**src/rtl/fpu_exp_fifo.sv**
```systemverilog
// Synchronous expected-result FIFO; first-word fall-through head, push and pop may coincide when full.
module fpu_exp_fifo #(
    parameter int unsigned W     = 37,
    parameter int unsigned DEPTH = 8
) (
    input  logic         clk,
    input  logic         reset,
    input  logic         clear,
    input  logic         push,
    input  logic [W-1:0] push_data,
    input  logic         pop,
    output logic [W-1:0] head_c,
    output logic         full,
    output logic         empty
);

    localparam int unsigned PW = $clog2(DEPTH);
    localparam int unsigned CW = $clog2(DEPTH + 1);

    logic [W-1:0]  mem [DEPTH];
    logic [PW-1:0] wr_ptr;
    logic [PW-1:0] rd_ptr;
    logic [CW-1:0] count;
    logic [CW-1:0] count_nxt;
    logic          do_push;
    logic          do_pop;

    always_comb begin
        do_push   = push && (!full || pop);
        do_pop    = pop && !empty;
        count_nxt = count;
        case ({do_push, do_pop})
            2'b10:   count_nxt = count + CW'(1);
            2'b01:   count_nxt = count - CW'(1);
            default: count_nxt = count;
        endcase
        head_c = mem[rd_ptr];
    end

    always_ff @(posedge clk) begin
        if (!reset || clear) begin
            wr_ptr <= '0;
            rd_ptr <= '0;
            count  <= '0;
            full   <= 1'b0;
            empty  <= 1'b1;
        end else begin
            if (do_push) wr_ptr <= wr_ptr + PW'(1);
            if (do_pop)  rd_ptr <= rd_ptr + PW'(1);
            count <= count_nxt;
            full  <= (count_nxt == CW'(DEPTH));
            empty <= (count_nxt == '0);
        end
    end

    // Storage needs no reset: occupancy is tracked by the pointers.
    always_ff @(posedge clk) begin
        if (do_push) mem[wr_ptr] <= push_data;
    end

endmodule

```
**config.mk**
```make
export PLATFORM = sky130hd
export DESIGN_NAME = fpu_exp_fifo
export DESIGN_NICKNAME = d
export VERILOG_FILES = /design/src/rtl/fpu_exp_fifo.sv
export SDC_FILE = /design/constraint.sdc
export NUM_CORES = 1
export LEC_CHECK = 0
export BUFFER_PORTS_ARGS = -buffer_cell sky130_fd_sc_hd__buf_2
export CAP_MARGIN = 20
export CORE_UTILIZATION = 40
export CTS_BUF_LIST = sky130_fd_sc_hd__clkbuf_16
export CTS_CLUSTER_SIZE = 30
export DETAILED_ROUTE_END_ITERATION = 7
export GPL_TIMING_DRIVEN = 0
export SYNTH_ARGS = -nofsm -noshare
export SYNTH_HDL_FRONTEND = slang
export SYNTH_SLANG_ARGS = --single-unit
```
**constraint.sdc**
```tcl
create_clock -name clk -period 7.8 [get_ports clk]
set_input_delay 1.17 -clock clk [delete_from_list [all_inputs] [get_ports clk]]
set_output_delay 1.17 -clock clk [all_outputs]
set_load 0.01 [all_outputs]
```
-- Word level (Yosys, flattened, before mapping)
Memory sizes are Yosys's and may differ from the RTL's. A register that Yosys moved wholly into a read port is not among the register bits.
Index checks and enable logic that the tools add are counted.
- bits in registers: 12
- input bits: 42
- memories: 1
- output and inout port bits: 39
- logic and storage cells: 26
- RAM bits: 296
- memory list (memory ; words ; bits a word ; rd ports ; clocked after memory_dff ; write ports ; RTL line ; source):
    mem ; 8 ; 37 ; 1 ; 1 ; 1 ; 20 ; logic [W-1:0] mem [DEPTH];
- add/sub/neg operators: 4
- reduce and logical (&&, ||, !) cells: 8
- muxes and demuxes: 5
- equal/unequal tests: 3
- operators by type and width (kind ; number):
    4-bit case mux with 2 select lines ; 1
    3-bit by 1-bit adder with 3-bit output (second input constant) ; 2
    3-bit two-way mux ; 2
    4-bit by 1-bit adder with 4-bit output (second input constant) ; 1
    4-bit equality test (second input constant) ; 1
    4-bit logical NOT ; 1
    4-bit by 1-bit subtractor with 4-bit output (second input constant) ; 1
    1-bit logical NOT ; 3
    2-bit by 1-bit equality test with 1-bit output (second input constant) ; 1
    2-bit equality test (second input constant) ; 1
    1-bit logical AND ; 2
    1-bit logical OR ; 2
    1-bit two-way mux ; 2

-- Longest topological paths before layout
- depth in word-level cells: 6
- mapped depth: 9
- gate-level depth less buffers: 9

-- Least setup slack after synthesis
No wires, ideal clock.
- path kind: input -> register
- start point: input pop
- end point: memory mem[0][0], enable pin
- required time: 7.323 ns
- setup slack: 3.137 ns
- cell stages on the path: 4
- setup time: 0.477 ns
- data arrival time: 4.186 ns
- buffers on the path: 0
- cell sequence: inv_1 > a21boi_1 > nand2b_1 > nor3_1
- longest elaborated chain between the ends: 4
- ends and longest elaborated chain (item ; RTL line ; source):
    from (decl) ; 11 ; input logic pop,
    1-bit logical OR ; 29 ; do_push = push && (!full || pop);
    1-bit logical AND ; 29 ;
    1-bit two-way mux ; 58 ; if (do_push) mem[wr_ptr] <= push_data;
    1-bit two-way mux (implied by the code) ; 58 ;
    to (decl) ; 20 ;
Every way passes these cells.

==> results.json <==
{
  "cp_slowest_cell": "buf_1",
  "fmax_ghz": 0.264,
  "skew_ps": 8.95,
  "boundaryPins": 81,
  "routedWlPerCell_um": 21.7,
  "fin_hold_ws_ps": 504,
  "fp-row-count": 62,
  "start_util_pct": 40.9,
  "grt_pass1_wl_um": 35100,
  "cts_buffers": 34,
  "path_class": "reg2out",
  "min_period_ps": 3790,
  "ys_seq_area_share_pct": 77.6,
  "start_kind": "flip-flop",
  "die_area_um2": 30300,
  "cts.reportedPaths.clkPinSlew_ps": 60,
  "grt_pass1_vias": 5895,
  "routabilityCongestion": 0.680,
  "finalSetupViolCount": 0,
  "status": "finished clean",
  "via_per_inst": 5.14,
  "period_share_pct": 48.6,
  "grt_usage_pct": 15.8,
  "cp_max_fo": 10,
  "antenna_found_initial": 4,
  "cap_violations": 0,
  "endpoint_kind": "output port",
  "grt_max_degree": 23,
  "fin_setup_tns_ps": 0,
  "synthDistinctLibCells": 29,
  "hp-class": "reg2reg",
  "port_buffers": 80,
  "hpwl_um": 14300,
  "totalWireLength_um": 23000,
  "area_growth_pct": 19.1,
  "drc": 0,
  "clk_latency_ps": 500,
  "synth_area_um2": 11800,
  "max-vdd-ir-drop_mv": 0.142,
  "fin_util_pct": 48.8,
  "seq_area_um2": 9190,
  "cts_htree_levels": 2,
  "drtAntennaViolNets": 0,
  "cts_setup_buffers": 0,
  "cts_resized": 0,
  "p_leak_uw": 0.00455,
  "crit_chain": "buf_2, buf_1, mux4_2, mux2_2, buf_2",
  "tightestPinTransition_ps": 831,
  "fp.dieH_um": 174,
  "drive_gt1_share_pct": 41.6,
  "layout_common_cells": "edfxtp_1, buf_2, mux4_2",
  "dp_cells": 995,
  "slowest_delay_ps": 620,
  "drtIter0Drc": 358,
  "required_ps": 6630,
  "worst_ep_arrival_time_ps": 2620,
  "multiInputGateArea_um2": 2560,
  "synth_cells": 514,
  "cts_tree": "yes",
  "rsz0062_at_grt": "false",
  "hold_viol_final": 0,
  "fin_nets": 693,
  "cts_root_buffer": "clkbuf_16",
  "syn_area_per_cell_um2": 23.1,
  "first_pass_iters": 4,
  "syn-num-nets": 560,
  "final_common_cell": "edfxtp_1",
  "hold_buffers": 0,
  "via_count": 5432,
  "cts_sinks": 311,
  "cts_buffer_depth": 3,
  "core-area_um2": 28900,
  "power_density_nw_per_um2": 247,
  "instances_no_fill": 1057,
  "slew_violations": 0,
  "p_total_uw": 3490,
  "n_fill_cell": 2329,
  "slew_headroom_pct": 44.5,
  "die_w_um": 174,
  "grt_overflow": 0,
  "path_common_cell": "buf_2",
  "ys_ff_latch": 311,
  "yosys_warnings": 0
}
==> synth_stat cells, drive strengths merged <==
cell type  count  area, µm²
o22a           1       8.76
or3            1       6.26
nor4b          2       17.5
ha             4       50.1
nor3           2       10.0
a21boi         1       7.51
nand4b         1       8.76
a21oi          8       40.0
mux2i          3       30.0
nand2          9       33.8
nor3b          3       33.8
edfxtp       296       8890
nor2          16       60.1
nand2b         6       37.5
o21ai          1       5.00
nor2b          2       12.5
a21o           1       7.51
xnor2          1       8.76
inv            2       7.51
clkbuf         6       23.8
mux2          37        417
xor2           5       43.8
dfxtp         15        300
buf           17        124
mux4          74       1670
==> metal layers <==
metal,wire [µm],track usage [%]
met1,9660,20.2
met2,11600,27.0
met3,1140,3.50
met4,555,4.71
met5,8,0
==> power breakdown <==
part | leakage (µW) | total, µW | internal, µW | switching [µW]
sequential | 0.00281 | 1850 | 1850 | 5.75
clock | 0.000545 | 1510 | 900 | 608
combinational | 0.00120 | 130 | 59.9 | 70.3
total | 0.00455 | 3490 | 2810 | 684
==> critical path: cells and delay by family, from the launching register on <==
family / cells / cell delay (ps)
flip-flops: 1 / 320
multiplexers: 2 / 720
buffers and inverters: 3 / 1070
==> flip-flops by register name, summed over array words and instances, names as in the netlist, named ones only <==
name / count
wr_ptr: 3
mem: 296
full: 1
count: 4
rd_ptr: 3
empty: 1
==> area by class of cell <==
cell class	count	area share [%]
clock buffers	36	6.38
inverters	2	0.0532
multi-input cells	178	18.1
clock inverters	22	1.14
diodes	4	0.0709
flip-flops and latches	311	65.1
plain buffers	23	1.05
well taps	384	3.40
repair buffers	97	4.68
==> stage by stage <==
stage	instance area (µm²)	setup slack [ps]
after floorplan	11800	3140
after global placement	12700	46.5
after detailed placement	13000	4120
after CTS	14100	3980
after global routing	14100	3910
final	14100	4010
==> path summary, 6_finish.rpt <==
path	slack (ps)	cells past startpoint	end	start
worst max-delay path	4010	5	head_c[34]	flip-flop
worst min-delay path	500	2	count[3]	count[3]
worst max register to register	5200	7	mem[0][17]	full
worst min register to register	500	2	count[3]	count[3]
==> kinds of logic (layout without fill, tap and decap cells) <==
kind of cell | Yosys count | count (layout) | synth area share, %
buf+inv | 25 | 180 | 1.31
compound gates | 12 | 12 | 0.581
other cells | 0 | 4 | 0
mux | 114 | 114 | 17.8
flops | 311 | 311 | 77.6
xor+xnor | 6 | 6 | 0.444
fa+ha+maj | 4 | 4 | 0.422
simple gates | 42 | 42 | 1.86
No activity file was read; power rests on OpenSTA's default activity.
